$ cat src/rtl/spi_slave_param.sv
// SPI slave: CLK-oversampled SCK/CS/MOSI, any CPOL/CPHA mode,
// parameterised word width and bit order, valid/ready word ports.
module spi_slave_param #(
  parameter int DATA_W      = 8,
  parameter bit MSB_FIRST   = 1'b1,
  parameter int SYNC_STAGES = 2
) (
  input  logic              CLK,
  input  logic              RESET,
  input  logic              CPOL,
  input  logic              CPHA,
  input  logic              I_spi_sck,
  input  logic              I_spi_cs,
  input  logic              I_spi_mosi,
  output logic              O_spi_miso,
  input  logic [DATA_W-1:0] tx_data,
  input  logic              tx_valid,
  output logic              tx_ready,
  output logic [DATA_W-1:0] rx_data,
  output logic              rx_valid,
  input  logic              rx_ready,
  input  logic              clr_flags,
  output logic              rx_overrun,
  output logic              tx_underrun,
  output logic              busy
);

  localparam int CW = $clog2(DATA_W);
  localparam logic [CW-1:0] LAST = CW'(DATA_W - 1);

  typedef enum logic {IDLE, ACTIVE} state_t;
  state_t state, state_nx;

  logic [SYNC_STAGES-1:0] sck_q, cs_q, mosi_q;
  logic sck_s, cs_s, mosi_s, sck_d, cs_d;
  logic cpol_l, cpha_l;
  logic [DATA_W-1:0] hold, tx_sr, rx_sr;
  logic [DATA_W-1:0] rx_next, load_word;
  logic hold_full, load_pend;
  logic [CW-1:0] bit_cnt;
  logic cs_rise, cs_fall, sck_rise, sck_fall;
  logic lead, trail, start, stop, run;
  logic sample_e, shift_e, last, load;

  function automatic logic first_bit(
    input logic [DATA_W-1:0] w
  );
    return MSB_FIRST ? w[DATA_W-1] : w[0];
  endfunction

  function automatic logic [DATA_W-1:0] adv(
    input logic [DATA_W-1:0] w
  );
    return MSB_FIRST ? (w << 1) : (w >> 1);
  endfunction

  // CS chain resets high so a CS held through reset
  // is not mistaken for a fresh select.
  always_ff @(posedge CLK or posedge RESET) begin
    if (RESET) begin
      sck_q  <= '0;
      mosi_q <= '0;
      cs_q   <= '1;
      sck_d  <= 1'b0;
      cs_d   <= 1'b1;
    end else begin
      sck_q  <= {sck_q[SYNC_STAGES-2:0], I_spi_sck};
      mosi_q <= {mosi_q[SYNC_STAGES-2:0], I_spi_mosi};
      cs_q   <= {cs_q[SYNC_STAGES-2:0], I_spi_cs};
      sck_d  <= sck_s;
      cs_d   <= cs_s;
    end
  end

  assign sck_s    = sck_q[SYNC_STAGES-1];
  assign cs_s     = cs_q[SYNC_STAGES-1];
  assign mosi_s   = mosi_q[SYNC_STAGES-1];
  assign cs_rise  = cs_s & ~cs_d;
  assign cs_fall  = ~cs_s & cs_d;
  assign sck_rise = sck_s & ~sck_d;
  assign sck_fall = ~sck_s & sck_d;
  assign lead     = cpol_l ? sck_fall : sck_rise;
  assign trail    = cpol_l ? sck_rise : sck_fall;

  assign start    = (state == IDLE) && cs_rise;
  assign stop     = (state == ACTIVE) && cs_fall;
  assign run      = (state == ACTIVE) && !cs_fall;
  assign sample_e = run && (cpha_l ? trail : lead);
  assign shift_e  = run && (cpha_l ? lead : trail);
  assign last     = sample_e && (bit_cnt == LAST);
  assign load     = start || (shift_e && load_pend);
  assign load_word = hold_full ? hold : '0;
  assign tx_ready = ~hold_full;

  assign rx_next = MSB_FIRST
    ? {rx_sr[DATA_W-2:0], mosi_s}
    : {mosi_s, rx_sr[DATA_W-1:1]};

  always_ff @(posedge CLK or posedge RESET) begin
    if (RESET) state <= IDLE;
    else       state <= state_nx;
  end

  always_comb begin
    state_nx = state;
    unique case (state)
      IDLE:    if (cs_rise) state_nx = ACTIVE;
      ACTIVE:  if (cs_fall) state_nx = IDLE;
      default: state_nx = IDLE;
    endcase
  end

  always_comb begin
    busy = (state == ACTIVE);
  end

  always_ff @(posedge CLK or posedge RESET) begin
    if (RESET) begin
      cpol_l      <= 1'b0;
      cpha_l      <= 1'b0;
      hold        <= '0;
      hold_full   <= 1'b0;
      tx_sr       <= '0;
      load_pend   <= 1'b0;
      O_spi_miso  <= 1'b0;
      rx_sr       <= '0;
      bit_cnt     <= '0;
      rx_data     <= '0;
      rx_valid    <= 1'b0;
      rx_overrun  <= 1'b0;
      tx_underrun <= 1'b0;
    end else begin
      if (start) begin
        cpol_l <= CPOL;
        cpha_l <= CPHA;
      end
      if (load) hold_full <= 1'b0;
      if (tx_valid && !hold_full) begin
        hold      <= tx_data;
        hold_full <= 1'b1;
      end
      // CPHA=1 holds the first bit back until the first leading edge
      if (stop) begin
        tx_sr      <= '0;
        O_spi_miso <= 1'b0;
        load_pend  <= 1'b0;
      end else if (start) begin
        load_pend <= 1'b0;
        if (CPHA) begin
          tx_sr      <= load_word;
          O_spi_miso <= 1'b0;
        end else begin
          tx_sr      <= adv(load_word);
          O_spi_miso <= first_bit(load_word);
        end
      end else if (shift_e) begin
        if (load_pend) begin
          load_pend  <= 1'b0;
          tx_sr      <= adv(load_word);
          O_spi_miso <= first_bit(load_word);
        end else begin
          tx_sr      <= adv(tx_sr);
          O_spi_miso <= first_bit(tx_sr);
        end
      end else if (state == IDLE) begin
        O_spi_miso <= 1'b0;
      end
      if (last) load_pend <= 1'b1;
      if (stop) begin
        rx_sr   <= '0;
        bit_cnt <= '0;
      end else if (sample_e) begin
        rx_sr   <= rx_next;
        bit_cnt <= last ? '0 : bit_cnt + CW'(1);
      end
      if (last && (!rx_valid || rx_ready)) begin
        rx_data  <= rx_next;
        rx_valid <= 1'b1;
      end else if (rx_ready) begin
        rx_valid <= 1'b0;
      end
      if (last && rx_valid && !rx_ready) rx_overrun <= 1'b1;
      else if (clr_flags)                rx_overrun <= 1'b0;
      if (load && !hold_full) tx_underrun <= 1'b1;
      else if (clr_flags)     tx_underrun <= 1'b0;
    end
  end

endmodule

$ cat config.mk
export PLATFORM = sky130hd
export DESIGN_NAME = spi_slave_param
export DESIGN_NICKNAME = d
export VERILOG_FILES = /design/src/rtl/spi_slave_param.sv
export SDC_FILE = /design/constraint.sdc
export NUM_CORES = 1
export LEC_CHECK = 0
export BUFFER_PORTS_ARGS = -buffer_cell sky130_fd_sc_hd__buf_4
export CAP_MARGIN = 20
export CELL_PAD_IN_SITES_DETAIL_PLACEMENT = 1
export CELL_PAD_IN_SITES_GLOBAL_PLACEMENT = 2
export CORE_ASPECT_RATIO = 1.25
export CORE_MARGIN = 4
export CORE_UTILIZATION = 34
export DETAILED_ROUTE_END_ITERATION = 8
export PLACE_DENSITY_LB_ADDON = 0.08
export SLEW_MARGIN = 25
export SYNTH_ARGS = -nofsm -noshare
export SYNTH_HDL_FRONTEND = slang
export SYNTH_SLANG_ARGS = --single-unit
$ cat constraint.sdc
create_clock -name CLK -period 1.7 [get_ports CLK]
set_input_delay 0.085 -clock CLK [delete_from_list [all_inputs] [get_ports CLK]]
set_output_delay 0.085 -clock CLK [all_outputs]
set_load 0.01 [all_outputs]
==> flow_summary_export.csv, run 1 <==
group,metric,value,unit
power,cellInternalPower,2.38,mW
global_route,grt_max_degree,32,
routing,firstDrtPassIters,4,
global_route,track_usage,14.7,%
worst_setup_path,crit_required,1.89,ns
worst_setup_path,rrSetupSlack,-0.01,ns
finish,fin_nets,261,
finish,multi_input_area,955,sq um
floorplanning,die_area,7900,sq um
timing,worst_pin_slew,0.465,ns
cts,cts_tree,"done",
power,p_switching,1.07,mW
timing,report.final.slew_viol_count,0,
finish,n_fill_cell,677,
floorplanning,coreArea,6250,sq um
logic_synthesis,synth-edff-count,0,
power,power_leakage,1.40,nW
logic_synthesis,synth_top_area_share,54.1,%
timing,rsz0062_at_grt,"yes",
logic_synthesis,synthTopCellsByCount,"dfrtp_1 (48), nand2_1 (28), mux2_2 (17), mux2i_1 (17), inv_1 (12)",
floorplanning,die_y,98.4,microns
placed_design,port_buffers,31,
finish,regArea,1280,sq um
global_route,antenna_found_initial,0,
logic_synthesis,async_reset_ff_share,100,%
logic_synthesis,syn_inst,185,
floorplanning,initial_utilization,35.6,%
outcome,status,"complete, but fails checks",
worst_setup_path,crit_start,"cpha_l$_DFFE_PP0P_",
cts,cts_setup_buffers,0,
cts,clock-root-buffer,"clkbuf_8",
floorplanning,rows,32,
placed_design,place.gp.congestion,0.767,
routing,routed_wl,5380,microns
global_route,overflow,0,
cts,clk_pin_slew,0.10,ns
worst_setup_path,crit_path_start_kind,"register",
logic_synthesis,yosysSeqAreaShare,57.6,%
cts,clock_path_buffers,2,
global_route,grt_pass1_wl,9030,microns
logic_synthesis,syn_area,2220,sq um
timing,finClkSkew,0.00794,ns
timing,min_period,1.71,ns
placed_design,dp.cells,312,
power,seqPwrFrac,50.6,%
floorplanning,die_x,80.3,microns
timing,period_share,101,%
worst_setup_path,path_max_fanout,8,
finish,antenna_cells,0,
worst_setup_path,rr_startpoint,"cpha_l$_DFFE_PP0P_",
logic_synthesis,synth_area_leaders,"dfrtp_1 (54%), mux2_2 (8.6%), mux2i_1 (7.7%)",
outcome,violations,"negative setup slack",
timing,setup-tns-final,-0.0621,ns
worst_setup_path,path_class,"reg -> reg",
logic_synthesis,ys_seq_elements,51,
worst_setup_path,r2r-end,"rx_data[5]$_DFFE_PP0P_",
timing,finalSetupViolCount,8,
logic_synthesis,ys_types,35,
worst_setup_path,critPathCaptureType,"register",
logic_synthesis,synth_ff_type,"dfrtp_1",
timing,hold_viol_final,0,
power,powerDensity,1170,nW/um^2
finish,area_growth_syn_to_layout,33.3,%
timing,timing.final.ws_setup,-0.0115,ns
power,combPwrFrac,28.2,%
power,pwr-share-clk,21.2,%
routing,wl_per_cell,16.4,microns
floorplanning,num_io_pins,32,
worst_setup_path,critPathCapture,"rx_data[5]$_DFFE_PP0P_",
logic_synthesis,synth_top_cell_by_area,"dfrtp_1",
routing,vias,1604,
cts,cts_buffers,5,
routing,drtIter0Drc,45,
cts,htree_levels,2,
flow_run,maxCapViolCount,0,
logic_synthesis,synth.most_common_cell,"dfrtp_1",
finish,stdcell_count,327,
logic_synthesis,synth_fp_nets,205,
logic_synthesis,synth_area_per_cell,12.0,sq um
timing,max_clock_freq,584,MHz
power,p_sw_share,31.1,%
placed_design,hpwl,3950,microns
routing,drc,0,
routing,via_per_inst,4.91,
power,ir_worst_vdd,0.454,mV
worst_setup_path,critPathArrivalTime,1.90,ns
cts,clock_latency,0.30,ns
worst_hold_path,hold_path.class,"in -> reg",
timing,max_slew_margin,69.0,%
cts,clock_sinks,51,
routing,antenna_left,0,
logic_synthesis,ys_warn_count,0,
power,p_total,3.45,mW
global_route,grt_pass1_vias,1808,
finish,drive_gt1_share,37.6,%
worst_setup_path,r2r_cells,5,
-- state kept, by name (all words and copies together), names as in the netlist, 2 cells and up --
signal	count
mosi_q	2
cs_q	2
sck_q	2
rx_sr	7
tx_sr	8
bit_cnt	3
rx_data	8
hold	8
-- area by class of cell --
type | count | area share, %
sequential | 51 | 43.2
multi-input combinational | 115 | 32.2
timing repair buffer | 56 | 16.2
tap | 85 | 3.59
clock buffer | 7 | 2.92
inverter | 12 | 1.52
clock inverter | 1 | 0.296
-- how the worst min path moves through the flow --
stage / start / end / slack (ns) / cells after the start
2_1_floorplan: I_spi_cs / cs_q[0]$_DFF_PP1_ / 0.09 / 0
3_3_place_gp: RESET / rx_data[1]$_DFFE_PP0P_ / 0.12 / 2
3_5_place_dp: RESET / rx_data[2]$_DFFE_PP0P_ / 0.13 / 2
4_1_cts: tx_data[2] / hold[2]$_DFFE_PP0P_ / 0.003 / 2
5_1_grt: tx_data[0] / hold[0]$_DFFE_PP0P_ / 0.002 / 2
6_report: tx_data[1] / hold[1]$_DFFE_PP0P_ / 0.01 / 2
-- critical path, cell delays in order, from the launching register on --
cell and delay (ns):
dfrtp_1 0.42, xor2_2 0.22, mux2i_4 0.23, nor4b_4 0.23
buf_6 0.20, mux2_4 0.31
-- stage by stage --
stage | area, sq um | hold WS (ns) | util (%) | worst slack (ns)
floorplan | 2220 | 0.0895 | - | -0.0262
global placement | 2710 | 0.124 | 43.4 | -0.0930
detailed placement | 2710 | 0.130 | 43.4 | -0.125
CTS | 2910 | 0.00328 | 46.6 | -0.0285
global route | 2960 | 0.00159 | 47.4 | -0.0768
finish | 2960 | 0.0120 | 47.4 | -0.0115
-- routing by layer --
metal  part of all wire, %  routed length [microns]  GRT usage [%]  vias up
met4                  0.86                       46           3.64        0
li1                      -                        -              -      751
met3                   2.5                      134           3.23        5
met1                    42                     2240           18.0      821
met5                     0                        0              0        -
met2                    55                     2960           25.9       27
-- power by group through the flow --
stage | Clock, mW | Combinational, mW | Sequential [mW]
detailed placement | 0 | 0.930 | 1.76
CTS | 0.763 | 0.956 | 1.75
finish | 0.733 | 0.974 | 1.75
global placement | 0 | 0.886 | 1.75
floorplan | 0 | 0.609 | 1.70
global route | 0.827 | 1.09 | 1.79
-- kinds of logic after synthesis --
group | share of synthesized area [%]
compound gates | 9.18
xor+xnor | 0.394
fa+ha+maj | 1.13
buf+inv | 3.27
flops | 57.6
mux | 16.3
simple gates | 12.1
-- cells in the final DEF, fill, tap and decap left out, types with 6 or more instances in the layout --
master          n
mux2_4          9
nor2_1          7
a221o_1         7
clkbuf_8        6
o21ai_0         7
mux2i_1        16
mux2_2          8
dfrtp_1        48
inv_1          11
nand2_1        26
dlygate4sd3_1   7
buf_4          45
-- repair_timing --
| action | in CTS | in global routing |
|---|---|---|
| hold endpoints to repair | 24 | 2 |
| pin swaps | 2 | 4 |
| gates resized for setup | 15 | 6 |
| hold buffers | 5 | 2 |
| endpoints found under the setup margin | 26 | 23 |
Power figures use the tool's default switching activity.
==> run 2, diff against run 1 <==
--- a/config.mk
+++ b/config.mk
@@ -5,7 +5,7 @@
 export SDC_FILE = /design/constraint.sdc
 export NUM_CORES = 1
 export LEC_CHECK = 0
-export BUFFER_PORTS_ARGS = -buffer_cell sky130_fd_sc_hd__buf_4
+export BUFFER_PORTS_ARGS = -buffer_cell sky130_fd_sc_hd__buf_2
 export CAP_MARGIN = 20
 export CELL_PAD_IN_SITES_DETAIL_PLACEMENT = 1
 export CELL_PAD_IN_SITES_GLOBAL_PLACEMENT = 2
@@ -13,7 +13,8 @@
 export CORE_MARGIN = 4
 export CORE_UTILIZATION = 34
 export DETAILED_ROUTE_END_ITERATION = 8
-export PLACE_DENSITY_LB_ADDON = 0.08
+export PLACE_DENSITY = 0.82
+export SKIP_CTS_REPAIR_TIMING = 1
 export SLEW_MARGIN = 25
 export SYNTH_ARGS = -nofsm -noshare
 export SYNTH_HDL_FRONTEND = slang
==> run 2 against run 1 <==
Compared with the run above: the flow still finishes with violations (negative setup slack); non-clock buffer count up 7; clock skew up 0.00053 ns; die area unchanged; critical path type unchanged; count of clock-buffer cells in the layout down 2; register-to-register slack about the same; sequential share of layout area up 1.0 points.
==> flow_summary_export.csv, run 2 (synthesis gave the netlist of run 1 again) <==
group,metric,value,unit
routing,vias,1607,
worst_setup_path,critPathCaptureType,"register",
power,powerDensity,1220,nW/um^2
power,p_switching,1.08,mW
routing,via_per_inst,4.81,
power,seqPwrFrac,49.5,%
placed_design,dp.cells,314,
global_route,grt_pass1_wl,8760,microns
placed_design,hpwl,3690,microns
timing,min_period,1.72,ns
worst_setup_path,path_max_fanout,8,
placed_design,place.gp.congestion,0.800,
routing,drc,0,
power,pwr-share-clk,24.4,%
worst_setup_path,r2r_cells,5,
finish,drive_gt1_share,37.3,%
power,cellInternalPower,2.44,mW
timing,rsz0062_at_grt,"yes",
finish,stdcell_count,334,
finish,multi_input_area,892,sq um
global_route,antenna_found_initial,0,
placed_design,port_buffers,31,
timing,hold_viol_final,0,
cts,clk_pin_slew,0.09,ns
worst_setup_path,cp_slowest_cell,"dfrtp_1",
worst_setup_path,rr_startpoint,"cpha_l$_DFFE_PP0P_",
power,p_sw_share,30.6,%
worst_setup_path,crit_path_start_kind,"register",
worst_hold_path,hp-start,"tx_data[7]",
global_route,grt_pass1_vias,1761,
worst_setup_path,r2r-end,"rx_data[2]$_DFFE_PP0P_",
finish,area_growth_syn_to_layout,30.1,%
floorplanning,die_area,7900,sq um
finish,regArea,1280,sq um
worst_hold_path,worstHoldEndpoint,"hold[7]$_DFFE_PP0P_",
cts,cts_tree,"done",
finish,design_area,2890,sq um
timing,max_clock_freq,582,MHz
cts,clock_path_buffers,2,
power,combPwrFrac,26.1,%
timing,finalSetupViolCount,8,
timing,finClkSkew,0.00847,ns
finish,n_fill_cell,703,
routing,firstDrtPassIters,4,
outcome,status,"complete, but fails checks",
floorplanning,initial_utilization,35.6,%
routing,wl_per_cell,15.2,microns
timing,whs,0.00869,ns
floorplanning,coreArea,6250,sq um
global_route,grt_max_degree,24,
worst_setup_path,rrSetupSlack,-0.02,ns
finish,reg_top3,"hold x8, rx_data x8, tx_sr x8",
worst_setup_path,cp_cell_sequence,"xor2_2 > mux2i_2 > nor4b_4 > buf_6 > mux2_2",
routing,antenna_left,0,
floorplanning,rows,32,
placed_design,placed_area,2630,sq um
timing,timing.final.ws_setup,-0.0182,ns
routing,drtIter0Drc,44,
floorplanning,num_io_pins,32,
cts,clock_sinks,51,
finish,antenna_cells,0,
floorplanning,die_x,80.3,microns
worst_setup_path,cpPeakStageDelay,0.42,ns
finish,layout_common_cells,"dfrtp_1 (48), buf_2 (31), nand2_1 (26), mux2_2 (17), buf_4 (17)",
flow_run,maxCapViolCount,0,
power,power_leakage,1.40,nW
worst_hold_path,holdPathStages,2,
power,ir_worst_vdd,0.436,mV
finish,mostFrequentLayoutCell,"dfrtp_1",
timing,worst_pin_slew,0.539,ns
global_route,track_usage,14.2,%
timing,setup-tns-final,-0.105,ns
outcome,violations,"negative setup slack",
worst_setup_path,critPathArrivalTime,1.92,ns
worst_setup_path,path_class,"reg -> reg",
timing,period_share,101,%
timing,report.final.slew_viol_count,0,
worst_setup_path,crit_required,1.90,ns
cts,cts_buffers,5,
cts,clock_latency,0.31,ns
floorplanning,die_y,98.4,microns
cts,clock-root-buffer,"clkbuf_8",
timing,max_slew_margin,64.0,%
worst_hold_path,hold_path.class,"in -> reg",
global_route,overflow,0,
routing,routed_wl,5090,microns
cts,htree_levels,2,
finish,fin_nets,268,
-- run 2: cell types whose count changed in the layout (fill, tap and decap cells not counted), sizes merged --
| cell | delta |
|---|---|
| clkinv | +1 |
| dlygate4sd3 | +5 |
| clkbuf | -2 |
| bufinv | +1 |
| buf | +2 |
-- run 2: area by class of cell --
class / count / area share (%)
Sequential cell: 51 / 44.3
Timing Repair Buffer: 63 / 15.7
Tap cell: 85 / 3.68
Clock inverter: 3 / 1.52
Inverter: 12 / 1.56
Multi-Input combinational cell: 115 / 30.9
Clock buffer: 5 / 2.38
-- run 2: how the worst max path moves through the flow --
stage	from	to	slack (ns)	cells past startpoint
6_report	cpha_l$_DFFE_PP0P_	rx_data[2]$_DFFE_PP0P_	-0.02	5
5_1_grt	cpha_l$_DFFE_PP0P_	rx_data[2]$_DFFE_PP0P_	-0.09	5
4_1_cts	cs_q[1]$_DFF_PP1_	tx_sr[6]$_DFFE_PP0P_	-0.15	5
3_5_place_dp	cs_q[1]$_DFF_PP1_	tx_sr[3]$_DFFE_PP0P_	-0.13	5
3_3_place_gp	cpha_l$_DFFE_PP0P_	tx_sr[4]$_DFFE_PP0P_	-0.09	4
2_1_floorplan	cpha_l$_DFFE_PP0P_	rx_data[0]$_DFFE_PP0P_	-0.03	4
-- run 2: through the flow --
stage                     worst slack [ns]  power (mW)  utilization, %
after global placement             -0.0926        2.61            42.2
after CTS                           -0.149        3.54            44.0
after floorplan                    -0.0262        2.30               -
after global routing               -0.0923        3.77            46.3
after detailed placement            -0.131        2.66            42.2
final                              -0.0182        3.52            46.3
-- run 2: worst max-delay path: cells and delay by family (launching register included) --
kind	cells	cell delay, ns
flip-flops	1	0.42
AND/OR/NAND/NOR	1	0.27
XOR/XNOR	1	0.20
multiplexers	2	0.54
buffers and inverters	1	0.18
-- run 2: layer usage --
metal / up-vias / track usage [%] / wire length (microns)
li1: 761 / - / -
met1: 808 / 18.7 / 2230
met2: 30 / 23.1 / 2590
met3: 8 / 2.77 / 171
met4: 0 / 4.94 / 86
met5: - / 0 / 0
-- run 2: power groups by stage --
stage / Sequential [mW] / Combinational (mW) / Clock, mW
global route: 1.80 / 1.03 / 0.943
finish: 1.74 / 0.918 / 0.860
floorplan: 1.70 / 0.609 / 0
CTS: 1.74 / 0.901 / 0.898
global placement: 1.75 / 0.859 / 0
detailed placement: 1.77 / 0.892 / 0
